<file path="src/rtl/tile_ram_arbiter.sv">
// Tile RAM arbiter: renderer fetches take fixed slots tied to hc/vc, game logic uses the
// remaining port cycles through req/ack. Optional macro BLANK_WRITE_ONLY_EN holds game writes until vblank.
module tile_ram_arbiter #(
  parameter int HBP       = 144,
  parameter int HFP       = 784,
  parameter int VBP       = 31,
  parameter int VFP       = 511,
  parameter int CELL_LOG2 = 4,
  parameter int COLS      = 40,
  parameter int ROWS      = 30,
  parameter int AW        = 11,
  parameter int DW        = 4
) (
  input  logic          dclk,
  input  logic          rst_n,
  input  logic [9:0]    hc,
  input  logic [9:0]    vc,
  input  logic          g_req,
  input  logic          g_we,
  input  logic [AW-1:0] g_addr,
  input  logic [DW-1:0] g_wdata,
  output logic          g_ack,
  output logic [DW-1:0] g_rdata,
  output logic          ram_en,
  output logic          ram_we,
  output logic [AW-1:0] ram_addr,
  output logic [DW-1:0] ram_wdata,
  input  logic [DW-1:0] ram_rdata,
  output logic [DW-1:0] tile_code,
  output logic          tile_valid,
  output logic          frame_tick
);

  localparam logic [9:0]    H_LAST = 10'd799;
  localparam logic [9:0]    V_LAST = 10'd520;
  localparam logic [9:0]    HBP_W  = 10'(HBP);
  localparam logic [9:0]    HFP_W  = 10'(HFP);
  localparam logic [9:0]    VBP_W  = 10'(VBP);
  localparam logic [9:0]    VFP_W  = 10'(VFP);
  localparam logic [9:0]    HDEC0  = 10'(HBP - 3);
  localparam logic [9:0]    COLS_W = 10'(COLS);
  localparam logic [AW-1:0] CELLS  = AW'(COLS * ROWS);

  typedef enum logic [1:0] {IDLE, ISSUE, DONE} state_t;

  state_t        state_q;
  logic          g_ack_q, g_rd_q;
  logic          ram_en_q, ram_we_q;
  logic [AW-1:0] ram_addr_q;
  logic [DW-1:0] ram_wdata_q;
  logic          disp_en_q, disp_rd_q;
  logic [DW-1:0] tile_code_q;
  logic          tile_valid_q, frame_tick_q;

  logic          ram_en_d, ram_we_d;
  logic [AW-1:0] ram_addr_d;
  logic [DW-1:0] ram_wdata_d;
  logic [DW-1:0] tile_code_d;
  logic          tile_valid_d, frame_tick_d;

  logic          pos_ok, vwin, dec, g_ok, accept;
  logic [9:0]    hoff, kx, vrel, h_nxt, v_nxt;
  logic [AW-1:0] row, disp_addr;

  always_comb begin
    pos_ok    = (hc <= H_LAST) && (vc <= V_LAST);
    vwin      = pos_ok && (vc >= VBP_W) && (vc < VFP_W);
    hoff      = hc - HDEC0;
    kx        = hoff >> CELL_LOG2;
    dec       = vwin && (hc >= HDEC0) && (hoff[CELL_LOG2-1:0] == '0) && (kx < COLS_W);
    vrel      = vc - VBP_W;
    row       = AW'(vrel >> CELL_LOG2);
    // row*40 built from two shifts so no multiplier is inferred
    disp_addr = (row << 5) + (row << 3) + AW'(kx);

    // Registered pixel-aligned outputs are computed from the position one clock ahead
    h_nxt        = (hc == H_LAST) ? 10'd0 : hc + 10'd1;
    v_nxt        = (hc == H_LAST) ? ((vc == V_LAST) ? 10'd0 : vc + 10'd1) : vc;
    tile_valid_d = pos_ok && (h_nxt >= HBP_W) && (h_nxt < HFP_W) &&
                   (v_nxt >= VBP_W) && (v_nxt < VFP_W);
    frame_tick_d = pos_ok && (h_nxt == 10'd0) && (v_nxt == VFP_W);
    tile_code_d  = tile_valid_d ? (disp_rd_q ? ram_rdata : tile_code_q) : '0;

    g_ok   = (g_addr < CELLS);
`ifdef BLANK_WRITE_ONLY_EN
    accept = (state_q == IDLE) && g_req && !dec && (!g_we || !vwin);
`else
    accept = (state_q == IDLE) && g_req && !dec;
`endif

    ram_en_d    = 1'b0;
    ram_we_d    = 1'b0;
    ram_addr_d  = '0;
    ram_wdata_d = '0;
    if (dec) begin
      ram_en_d   = 1'b1;
      ram_addr_d = disp_addr;
    end else if (accept) begin
      ram_en_d    = g_ok;
      ram_we_d    = g_we && g_ok;
      ram_addr_d  = g_addr;
      ram_wdata_d = g_wdata;
    end
  end

  always_ff @(posedge dclk or negedge rst_n) begin
    if (!rst_n) begin
      state_q <= IDLE;
      g_ack_q <= 1'b0;
      g_rd_q  <= 1'b0;
    end else begin
      case (state_q)
        IDLE: begin
          g_ack_q <= 1'b0;
          if (accept) begin
            state_q <= ISSUE;
            g_rd_q  <= !g_we && g_ok;
          end
        end
        ISSUE: begin
          state_q <= DONE;
          g_ack_q <= 1'b1;
        end
        DONE: begin
          state_q <= IDLE;
          g_ack_q <= 1'b0;
        end
        default: begin
          state_q <= IDLE;
          g_ack_q <= 1'b0;
        end
      endcase
    end
  end

  always_ff @(posedge dclk or negedge rst_n) begin
    if (!rst_n) begin
      ram_en_q     <= 1'b0;
      ram_we_q     <= 1'b0;
      ram_addr_q   <= '0;
      ram_wdata_q  <= '0;
      disp_en_q    <= 1'b0;
      disp_rd_q    <= 1'b0;
      tile_code_q  <= '0;
      tile_valid_q <= 1'b0;
      frame_tick_q <= 1'b0;
    end else begin
      ram_en_q     <= ram_en_d;
      ram_we_q     <= ram_we_d;
      ram_addr_q   <= ram_addr_d;
      ram_wdata_q  <= ram_wdata_d;
      disp_en_q    <= dec;
      disp_rd_q    <= disp_en_q;
      tile_code_q  <= tile_code_d;
      tile_valid_q <= tile_valid_d;
      frame_tick_q <= frame_tick_d;
    end
  end

  assign g_ack      = g_ack_q;
  // Read data passes straight from the RAM in the ack cycle
  assign g_rdata    = (g_ack_q && g_rd_q) ? ram_rdata : '0;
  assign ram_en     = ram_en_q;
  assign ram_we     = ram_we_q;
  assign ram_addr   = ram_addr_q;
  assign ram_wdata  = ram_wdata_q;
  assign tile_code  = tile_code_q;
  assign tile_valid = tile_valid_q;
  assign frame_tick = frame_tick_q;

endmodule

</file>
<file path="config.mk">
export PLATFORM = sky130hd
export DESIGN_NAME = tile_ram_arbiter
export DESIGN_NICKNAME = d
export VERILOG_FILES = /design/src/rtl/tile_ram_arbiter.sv
export SDC_FILE = /design/constraint.sdc
export NUM_CORES = 1
export LEC_CHECK = 0
export BUFFER_PORTS_ARGS = -buffer_cell sky130_fd_sc_hd__buf_2
export CAP_MARGIN = 20
export CORE_MARGIN = 4
export CORE_UTILIZATION = 35
export DETAILED_ROUTE_END_ITERATION = 7
export HOLD_SLACK_MARGIN = 0.05
export PLACE_DENSITY = 0.68
export SYNTH_ARGS = -nofsm -noshare
export SYNTH_HDL_FRONTEND = slang
export SYNTH_SLANG_ARGS = --single-unit
</file>
<file path="constraint.sdc">
create_clock -name dclk -period 1.55 [get_ports dclk]
set_input_delay 0.0775 -clock dclk [delete_from_list [all_inputs] [get_ports dclk]]
set_output_delay 0.0775 -clock dclk [all_outputs]
set_load 0.03 [all_outputs]
</file>
Word level (Yosys, flattened, before mapping) --
Index checks and enable logic that the tools add are counted.
Word-level totals: register bits after elaboration 29, input port bits 43
Operators by class: $add $sub $neg 6, order comparisons 11, equality and inequality tests 6, muxes and demuxes 17, reductions and logical operators 23
Operators by type and width (number):
- 10-bit two-way mux | 3
- 11-bit two-way mux | 2
- 10-bit by 1-bit adder with 10-bit output, second input constant | 2
- 10-bit equality test, second input constant | 2
- 10-bit by 5-bit greater-or-equal comparator with 1-bit output, second input constant | 2
- 10-bit by 8-bit greater-or-equal comparator with 1-bit output, second input constant | 2
- 10-bit <= comparator, second input constant | 2
- 10-bit by 9-bit less-than comparator with 1-bit output, second input constant | 2
- 4-bit two-way mux | 5
- 1-bit logical AND | 17
- 11-bit by 6-bit adder with 11-bit output | 1
- 11-bit by 9-bit adder with 11-bit output | 1
- 11-bit less-than comparator, second input constant | 1
- 10-bit by 9-bit equality test with 1-bit output, second input constant | 1
- 10-bit logical NOT | 1
- 10-bit less-than comparator, second input constant | 1
- 10-bit by 5-bit subtractor with 10-bit output, second input constant | 1
- 10-bit by 8-bit subtractor with 10-bit output, second input constant | 1
- 6-bit less-than comparator, second input constant | 1
- 1-bit two-way mux | 5
- 4-bit logical NOT | 1
- 2-bit inequality test, second input constant | 2
- 2-bit case mux with 2 select lines | 1
- 2-bit by 1-bit equality test with 1-bit output, second input constant | 1
- other kinds (4) | 5

Logic depth before layout (Yosys ltp) --
depth after elaboration 11, mapped depth 12, gate-level depth less buffers 12

Worst setup path before layout --
Ideal clock, no wire load.
kind input port to flip-flop, start input port hc[1], end register ram_addr_q[9], in the netlist ram_addr[9], setup time 0.133 ns, arrival 2.695 ns, setup slack -1.278 ns, stages on the path 12, buffers on the path 0, cell sequence o211a_1 o41a_1 or3_1 nand2_1 fa_1 ha_1 a21o_1 a21oi_1 o21bai_1 a21oi_1 xor2_1 o21ai_0
On the way: longest elaborated chain between the ends 11
Ends and longest elaborated chain:
- start: declaration | line 16 | input logic [9:0] hc,
- branches (longest 10 deep; another with 10-bit by 8-bit subtractor with 10-bit output)
- 11-bit two-way mux * | line 95 | if (dec) begin
- via ram_addr_d[9] | line 56 | logic [AW-1:0] ram_addr_d;
- end signal: assignment | line 150 | ram_addr_q <= ram_addr_d;
- end: declaration | line 49 | logic [AW-1:0] ram_addr_q;
Mark *: on every way through the listed nets, which the timed path passes. A chain may end at the register's enable or synchronous reset.

Final worst setup path --
start input port hc[1], end register ram_addr_q[10], in the netlist ram_addr[10]
Same word-level chain as after synthesis.

==> metrics.md <==
| Metric | Value |
|---|---|
| Largest fanout on the critical path | `2` |
| Core Area | `5570 um^2` |
| Final Power | `2.40 mW` |
| CTS tree | `yes` |
| Compound-cell area share of the yosys netlist | `approximately 15%` |
| Total Routed Length | `6.18 mm` |
| Switching power share of the total | `approximately 33%` |
| Number of clock sinks | `29` |
| Synth Flop Type | `dfrtp_1` |
| Antenna viol nets, final | `0` |
| Ys Warns | `0` |
| First-pass GRT wire length | `9.81 mm` |
| Mapped Cells | `~220` |
| Lkg Pwr | `1.76 nW` |
| Post-layout minimum cycle time | `~2.6 ns` |
| Worst Path Arrival | `2.73 ns` |
| Final cell count without fillers | `roughly 440` |
| Min-delay worst type | `input pin to flip-flop` |
| Die W | `84.1 um` |
| Clock power share | `24.5%` |
| CTS Root Cell | `clkbuf_8` |
| Cell Area, Placed | `2920 um^2` |
| Psw | `0.804 mW` |
| Layout cells sized above 1 | `50.8%` |
| WS Path Type | `input pin to flip-flop` |
| Drt initial violations | `118` |
| Hold_ws | `around 0.065 ns` |
| H-tree Lvls | `2` |
| Routability cong. | `0.897` |
| Fin. Hold Viols | `0` |
| Failing checks | `setup timing` |
| Startpoint Class | `input pin` |
| Dpl ws | `-1.39 ns` |
| Part of the cycle the worst path needs | `166%` |
| Pin count of the biggest net entering global routing | `30` |
| Clk_skew | `0.00391 ns` |
| Synth Cell Area | `2030 um^2` |
| Internal power | `around 1.6 mW` |
| Residual DRC | `0` |
| Vias per inst | `5.04` |
| DP Wirelength | `4.54 mm` |
| # rows | `27` |
| Post-Synth Adder-Cell Area | `10.0%` |
| Slew Viols, Final | `0` |
| Clock slew at reported path FFs | `0.06 ns` |
| Async SR Flop Fraction | `100%` |
| Simple-gate share of the synthesized area | `24.7%` |
| Xor/xnor share of the synthesized area | `7.35%` |
| Die ar. | `7070 um^2` |
| Slowest stage cell, crit path | `fa_2` |
| EDFF count, synth | `0` |
| Peak supply drop | `643 uV` |
| Register bit total from synthesis | `29` |
| Fill cells | `around 470` |
| PwrDens | `around 700 nW/um^2` |
| Register area share after synthesis | `roughly 36%` |
| Vias | `2229` |
| Combinational share of power | `roughly 41%` |
| WL/cell | `14.0 um` |
| CP max stage delay | `0.46 ns` |
| Critical path, cell by cell | `buf_6 > o211a_4 > o41a_1 > or3_4 > nand2_4 > fa_2 > fa_2 > a21oi_2 > nor2_1 > nor2_2 > o21ai_2 > xnor2_1 > o21ai_1` |
| Reg power frac | `roughly a third` |
| Die height | `between 80 and 90 um` |
| I/O pins | `71` |
| Area grow syn2layout | `68.8%` |
| PortBufs | `70` |
| NumNets Final | `427` |
| Total CTS buffers | `5` |
| Clk_lat worst skew | `0.27 ns` |
| Status | `complete, but fails checks` |
| Initial Utilization | `36.3%` |
| RSZ-0062 raised after global routing | `yes` |
| Largest family of logic cells by synthesized area | `simple AND/OR/NAND/NOR gates` |
| Crit path top cell by count | `fa_2` |
| Distinct cells, synth | `49` |
| Max Cap Violations | `0` |
| Remaining Overflow, GRT | `0` |
| Max frequency | `0.389 GHz` |
| Post-synthesis mux area share | `~2.5%` |
| N_diodes | `0` |
| Clk buf depth | `2` |
| Initial antenna violation count | `0` |
| Worst Tran Pin Value | `0.625 ns` |
| Relative slew slack | `58.4%` |
| Vias in the first global route | `2218` |
| Final instance area | `3420 um^2` |
| Post-Place Cells | `412` |
| Final worst setup slack | `-1.02 ns` |
| Synth Area per Inst | `9.29 um^2` |
| Sum Neg Setup Slack | `-8.64 ns` |
| Crit. End Element | `flip-flop` |
| Worst Path Required | `1.71 ns` |
| Endpoints failing setup | `15` |
| Post-synth net total | `276` |
| Fin util | `between 60% and 70%` |
| Gr usage total | `around 17%` |
| Pre-Repair DR Iteration Count | `4` |
cell type report:
cell class,instances,area [um^2],area share [%]
multi-input cells,168,1410,41.1
repair buffers,153,1070,31.2
well taps,72,90.1,2.63
flip-flops and latches,29,726,21.2
inverters,12,45.0,1.32
clock buffers,5,68.8,2.01
clock inverters,3,17.5,0.512
flip-flops by register name, summed over array words and instances, names as in the netlist:
register    count
ram_en          1
disp_en_q       1
tile_code       4
g_rd_q          1
ram_addr       11
ram_we          1
disp_rd_q       1
frame_tick      1
g_ack           1
tile_valid      1
ram_wdata       4
state_q         2
timing repair:
item | 4_1_cts | 5_1_grt
cloned | 0 | 3
hold endpoints to repair | 38 | 0
hold buffers | 10 | 0
setup endpoints to repair | 24 | 25
resized for setup | 16 | 42
pin swaps | 11 | 18
setup buffers | 7 | 3
power by group through the flow:
stage               registers [mW]  logic, mW  clock network (mW)
floorplan                    0.937      0.377                   0
global placement             0.853      0.812                   0
detailed placement           0.854      0.834                   0
CTS                          0.840      0.900               0.604
global route                 0.847       1.07               0.634
finish                       0.842      0.973               0.588
cells by family after synthesis:
family                   after synthesis
AO/OA/AOI/OAI                         45
adder cells (fa/ha/maj)               15
buffers and inverters                 21
AND/OR/NAND/NOR                       86
XOR/XNOR                              17
multiplexers                           5
flip-flops                            29
cells in the final DEF (no fill, tap or decap), drive strengths merged, types with 6 or more instances in the layout:
cell           n
nand3         17
inv           12
and3          12
o21ai         16
clkbuf         6
nor3           7
nand2          8
ha            13
nor2          14
buf          142
dfrtp         29
a21oi          8
dlygate4sd3   10
xnor2         13
cells in the mapped netlist (2+ instances only):
cell type  count  area, um^2
a21oi_1        8        40.0
a31oi_1        3        18.8
and2_1         3        18.8
and3_1        12        75.1
buf_2          2        10.0
clkbuf_1       5        18.8
dfrtp_1       29         726
fa_1           2        40.0
ha_1          13         163
inv_1         12        45.0
mux2i_1        4        40.0
nand2_1        8        30.0
nand3_1       17        85.1
nand4_1        5        31.3
nor2_1        14        52.6
nor2b_1        4        25.0
nor3_1         6        30.0
nor3b_1        2        15.0
nor4b_1        5        43.8
o211a_1        3        30.0
o21ai_0       16        80.1
o31ai_1        2        15.0
or4_1          2        15.0
xnor2_1       13         114
xor2_1         4        35.0
critical path, delay by kind of cell:
kind            cells  cell delay (ns)
compound gates      5             0.87
xor+xnor            1             0.16
buf+inv             1             0.09
simple gates        4             0.68
fa+ha+maj           2             0.86
per-layer routing:
metal	share of wire [%]	up-vias	track usage, %
met5	0	-	0
met1	41	1058	19.1
met2	53	68	31.4
li1	-	1097	-
met3	5.9	6	4.44
met4	0.68	0	3.07
path summary, 6_finish.rpt:
path | startpoint | end | slack, ns | cells past startpoint
worst max-delay path | hc[1] | ram_addr[10]$_DFF_PN0_ | -1.02 | 13
worst min-delay path | g_wdata[1] | ram_wdata[1]$_DFF_PN0_ | 0.06 | 2
worst max register to register | state_q[1]$_DFFE_PN0P_ | g_rd_q$_DFFE_PN0P_ | 0.22 | 3
worst min register to register | disp_en_q$_DFF_PN0_ | disp_rd_q$_DFF_PN0_ | 0.35 | 0
max in group asynchronous | rst_n | g_ack$_DFF_PN0_ | 0.77 | 2
min in group asynchronous | rst_n | ram_wdata[3]$_DFF_PN0_ | 0.37 | 2
(Power assumes the default switching activity.)
